==> src/rtl/bpred_bht.sv <==
// Branch history table with target buffer: same-cycle lookup for IF, one resolved update per cycle
// from ID. Optional update/mispredict statistics counters are enabled by defining BPRED_STATS_EN.
module bpred_bht #(
  parameter int unsigned ENTRIES = 64,
  parameter int unsigned TAG_W   = 8,
  parameter int unsigned CNT_W   = 2
) (
  input  logic        clk,
  input  logic        rst,
  input  logic [31:0] pc_i,
  output logic        hit_o,
  output logic        predict_o,
  output logic [31:0] predict_addr_o,
  input  logic        upd_valid_i,
  input  logic [31:0] upd_pc_i,
  input  logic        upd_taken_i,
  input  logic [31:0] upd_target_i,
  input  logic        upd_mispredict_i,
`ifdef BPRED_STATS_EN
  output logic [31:0] stat_upd_o,
  output logic [31:0] stat_miss_o,
`endif
  input  logic        clear_i
);

  localparam int unsigned IDX_W = $clog2(ENTRIES);
  localparam int unsigned TAG_HI = IDX_W + TAG_W + 1;

  localparam logic [CNT_W-1:0] CNT_MAX = '1;
  localparam logic [CNT_W-1:0] CNT_WT  = CNT_W'(1) << (CNT_W - 1);
  localparam logic [CNT_W-1:0] CNT_WNT = CNT_WT - CNT_W'(1);

  logic [ENTRIES-1:0] r_valid;
  logic [TAG_W-1:0]   r_tag [ENTRIES];
  logic [CNT_W-1:0]   r_cnt [ENTRIES];
  logic [31:0]        r_tgt [ENTRIES];

  logic [IDX_W-1:0] w_idx;
  logic [TAG_W-1:0] w_tag;
  logic [IDX_W-1:0] w_upd_idx;
  logic [TAG_W-1:0] w_upd_tag;
  logic             w_upd_hit;

  assign w_idx     = pc_i[IDX_W+1:2];
  assign w_tag     = pc_i[TAG_HI:IDX_W+2];
  assign w_upd_idx = upd_pc_i[IDX_W+1:2];
  assign w_upd_tag = upd_pc_i[TAG_HI:IDX_W+2];
  assign w_upd_hit = r_valid[w_upd_idx] && (r_tag[w_upd_idx] == w_upd_tag);

  // Lookup reads only registered state, so a same-cycle update is not visible until next cycle.
  always_comb begin
    hit_o          = r_valid[w_idx] && (r_tag[w_idx] == w_tag);
    predict_o      = hit_o && r_cnt[w_idx][CNT_W-1];
    predict_addr_o = hit_o ? r_tgt[w_idx] : 32'h0;
  end

  always_ff @(posedge clk) begin
    if (rst) begin
      for (int i = 0; i < int'(ENTRIES); i++) begin
        r_valid[i] <= 1'b0;
        r_cnt[i]   <= CNT_WNT;
      end
    end else if (clear_i) begin
      r_valid <= '0;
    end else if (upd_valid_i) begin
      if (w_upd_hit) begin
        if (upd_taken_i) begin
          if (r_cnt[w_upd_idx] != CNT_MAX) r_cnt[w_upd_idx] <= r_cnt[w_upd_idx] + CNT_W'(1);
          r_tgt[w_upd_idx] <= upd_target_i;
        end else if (r_cnt[w_upd_idx] != '0) begin
          r_cnt[w_upd_idx] <= r_cnt[w_upd_idx] - CNT_W'(1);
        end
      end else if (upd_taken_i) begin
        // Not-taken misses never allocate; taken misses replace whatever sits at the index.
        r_valid[w_upd_idx] <= 1'b1;
        r_tag[w_upd_idx]   <= w_upd_tag;
        r_tgt[w_upd_idx]   <= upd_target_i;
        r_cnt[w_upd_idx]   <= CNT_WT;
      end
    end
  end

`ifdef BPRED_STATS_EN
  logic [31:0] r_stat_upd;
  logic [31:0] r_stat_miss;

  always_ff @(posedge clk) begin
    if (rst) begin
      r_stat_upd  <= 32'h0;
      r_stat_miss <= 32'h0;
    end else if (upd_valid_i) begin
      if (r_stat_upd != 32'hFFFF_FFFF) r_stat_upd <= r_stat_upd + 32'd1;
      if (upd_mispredict_i && (r_stat_miss != 32'hFFFF_FFFF)) r_stat_miss <= r_stat_miss + 32'd1;
    end
  end

  assign stat_upd_o  = r_stat_upd;
  assign stat_miss_o = r_stat_miss;

  logic w_unused;
  assign w_unused = ^{pc_i[31:TAG_HI+1], pc_i[1:0], upd_pc_i[31:TAG_HI+1], upd_pc_i[1:0]};
`else
  logic w_unused;
  assign w_unused = ^{pc_i[31:TAG_HI+1], pc_i[1:0], upd_pc_i[31:TAG_HI+1], upd_pc_i[1:0],
                      upd_mispredict_i};
`endif

endmodule

==> config.mk <==
export PLATFORM = sky130hd
export DESIGN_NAME = bpred_bht
export DESIGN_NICKNAME = d
export VERILOG_FILES = /design/src/rtl/bpred_bht.sv
export SDC_FILE = /design/constraint.sdc
export NUM_CORES = 2
export LEC_CHECK = 0
export BUFFER_PORTS_ARGS = -buffer_cell sky130_fd_sc_hd__buf_2
export CAP_MARGIN = 25
export CORE_ASPECT_RATIO = 2
export CORE_MARGIN = 4
export CORE_UTILIZATION = 25
export CTS_BUF_LIST = sky130_fd_sc_hd__clkbuf_4
export DETAILED_ROUTE_END_ITERATION = 8
export PLACE_DENSITY = 0.39
export SLEW_MARGIN = 15
export SYNTH_ARGS = -nofsm -noshare
export SYNTH_HDL_FRONTEND = slang
export SYNTH_SLANG_ARGS = --single-unit
==> constraint.sdc <==
create_clock -name clk -period 5.4 [get_ports clk]
set_input_delay 1.08 -clock clk [delete_from_list [all_inputs] [get_ports clk]]
set_output_delay 1.08 -clock clk [all_outputs]
set_load 0.02 [all_outputs]
==> flow_metrics.py <==
metrics = {
    "yosys": {
        "yosysWarnings": 0,
        "yosys-top-cells-area": "edfxtp_1, mux4_2, mux2i_1",
        "yosysTopAreaCellShare": 0.7142,
        "synth_ff_type": "edfxtp_1",
        "synth_edf_count": 2688,
        "synth_top_cell_by_area": "edfxtp_1",
        "netlist_area_sq_um": 113000,
        "synth-seq-cells": 2752,
        "syn_nets": 5349,
        "synth.most_common_cell": "edfxtp_1",
        "synth_cells": 5247,
        "avgSynthCellArea_sq_um": 21.54,
        "async_flop_share": 0,
        "seq_area_frac_synth": 0.7256,
        "synth_common_cells": "edfxtp_1, mux4_2, clkbuf_1, mux2i_1, nand2_1",
        "post_synth_num_cell_types": 77,
    },
    "routing": {
        "wl_um": 439700,
        "route.vias.total": 62530,
        "dr.pass1.iters": 5,
        "drc": 0,
        "final_antenna_net_count": 0,
        "wl_per_cell_um": 34.36,
        "drt-initial-drc-count": 5123,
        "vias_per_cell": 4.887,
    },
    "sta": {
        "period_share": 1.180,
        "worst_pin_slew_ps": 1177,
        "setup_viol": 34,
        "max_freq_ghz": 0.1570,
        "rsz0062_at_grt": "yes",
        "setup_ws_ps": -969.4,
        "hold_viol_final": 0,
        "fin_crit_ps": 6369,
        "slew_violations": 0,
        "max_slew_margin": 0.1931,
        "skew_ps": 118.0,
    },
    "global_route": {
        "antenna_found_initial": 33,
        "grt_overflow": 0,
        "track_usage": 0.1856,
        "grt_max_degree": 70,
        "grt_pass1_vias": 67500,
        "grt_pass1_wl_um": 589000,
    },
    "run": {
        "drv_cap": 0,
    },
    "die": {
        "core_area_sq_um": 451100,
        "die_w_um": 483.4,
        "boundaryPins": 136,
        "fp.dieArea_sq_um": 463500,
        "num_rows": 349,
        "die_h_um": 958.8,
        "initial_core_util": 0.2505,
    },
    "cells_and_area": {
        "fin_nets": 6406,
        "n_fill_cell": 43950,
        "final_util": 0.3039,
        "drive_gt1_frac": 0.4282,
        "area_delta_synth_final_pct": 21.29,
        "instances_no_fill": 12790,
    },
    "hold_path": {
        "hp-class": "in -> reg",
        "min_path_cells": 1,
    },
    "placed_design": {
        "dpl_worst_slack_ps": -952.8,
        "gp_congestion": 0.8651,
        "dp_hpwl_um": 274900,
        "dpl.cell_count": 11550,
        "port_buffers": 98,
    },
    "setup_path": {
        "reg2regPathDepth": 12,
        "worst_ep_required_time_ps": 4320,
        "path_depth": 12,
        "worstPathMaxFanout": 7,
        "crit_family": "multiplexers",
        "crit_buf_inv": 4,
        "crit_top_cell": "mux4_2",
        "crit_path_end_kind": "output port",
        "path_cells": "mux4_2 -> mux4_2 -> mux4_2 -> xnor2_2 -> nand2_1 -> nor4_4 -> nand4_1 -> buf_6 -> buf_12 -> a211oi_1 -> buf_4 -> buf_4",
        "arrival_ps": 5290,
        "startpoint_type": "register",
        "crit_slowest_cell": "mux4_2",
        "worst-setup-path-type": "reg -> out",
        "cpPeakStageDelay_ps": 650,
    },
    "clock_tree": {
        "clock_path_buffers": 4,
        "cts_sinks": 2752,
        "root_buffer": "clkbuf_4",
        "cts_made_buffers": 661,
        "cts_tree": "built",
        "clock_latency_ps": 1460,
        "cts.clk_slew.worst_paths_ps": 70,
        "h-tree-depth": 6,
    },
    "power_and_ir_drop": {
        "p_per_area_nw_per_um2": 320.0,
        "power_leakage_nw": 43.11,
        "ir_drop_uv": 163.0,
    },
    "run_status": {
        "violations": "negative setup slack",
        "status": "finished with violations",
    },
}
-- state kept, by name, indices dropped and copies added (netlist names) --
register  flops
r_tgt      2048
r_valid      64
r_cnt       128
r_tag       512
-- cell type report --
type | instances | area (sq um) | share of cell area
Antenna cell | 40 | 100.1 | 0.0007302
Multi-Input combinational cell | 2075 | 29740 | 0.2170
Clock inverter | 194 | 1022 | 0.007457
Tap cell | 5967 | 7466 | 0.05446
Inverter | 7 | 28.78 | 0.0002099
Sequential cell | 2752 | 82000 | 0.5982
Clock buffer | 952 | 7147 | 0.05214
Timing Repair Buffer | 807 | 9570 | 0.06982
-- placed cells by master, fill, tap and decap left out, drive strengths merged, types with 6 or more instances in the layout --
master	n
inv	26
bufinv	8
dfxtp	64
nor2	84
a211oi	34
mux4	931
edfxtp	2688
o22ai	8
buf	775
o31ai	54
clkbuf	955
nor3	131
a31oi	8
a22oi	78
mux2i	160
xnor2	9
clkinv	160
clkinvlp	7
a22o	6
diode	40
mux2	47
nor2b	38
o41ai	64
a221o	12
nor3b	9
and3	8
nand2b	10
a21oi	29
dlygate4sd3	29
o21ai	34
nand4	61
nand2	133
nand3	40
a221oi	27
and3b	6
-- report_power, final --
part	internal [mW]	total (mW)	switching (mW)
Sequential	23.5	23.5	0.0277
Clock	8.47	17.2	8.72
Combinational	1.29	3.18	1.89
-- per-layer routing --
layer | vias to the layer above | global-route usage | share of wire
met5 | - | 0 | 0.000077
met1 | 34140 | 0.1871 | 0.33
li1 | 25210 | - | -
met3 | 909 | 0.02578 | 0.040
met4 | 6 | 0.1082 | 0.066
met2 | 2257 | 0.3605 | 0.56
-- per-stage QoR --
step                total power, mW  hold slack, ps  TNS [ps]  area (sq um)
finish                        43.87           145.4    -29170        137100
CTS                           44.61           129.8    -38590        135700
global placement              27.11           451.3    -83540        127300
floorplan                     25.50           436.2     -1423        113000
global route                  45.78          -7.771    -34520        137100
detailed placement            27.13           462.7    -89200        127300
-- cell families (layout without fill, tap and decap cells) --
group / Yosys count / after routing / synth area share
buffers and inverters: 420 / 1960 / 0.01852
xor gates and xnor gates: 11 / 11 / 0.0008526
other: 0 / 40 / 0
and+or+nand+nor: 546 / 546 / 0.02430
muxes: 1138 / 1138 / 0.2045
AOI/OAI and AO/OA: 380 / 380 / 0.02631
DFF: 2752 / 2752 / 0.7256
-- worst paths after layout --
path / start / endpoint / slack [ps]
max: r_tag[35][1] / predict_addr_o[12] / -970
min: upd_target_i[9] / r_tgt[0][9] / 150
max reg2reg: r_tag[27][6] / r_cnt[40][1] / 1090
min reg2reg: r_valid[15] / r_valid[15] / 470
-- repair_timing --
| action | CTS | global route |
|---|---|---|
| pin swaps | 1 | 1 |
| gates cloned | 0 | 4 |
| setup buffers | 1 | 3 |
| resized for setup | 52 | 78 |
| hold endpoints to repair | 48 | 317 |
| hold buffers | 4 | 25 |
| endpoints found under the setup margin | 34 | 34 |
Power figures use the tool's default switching activity.
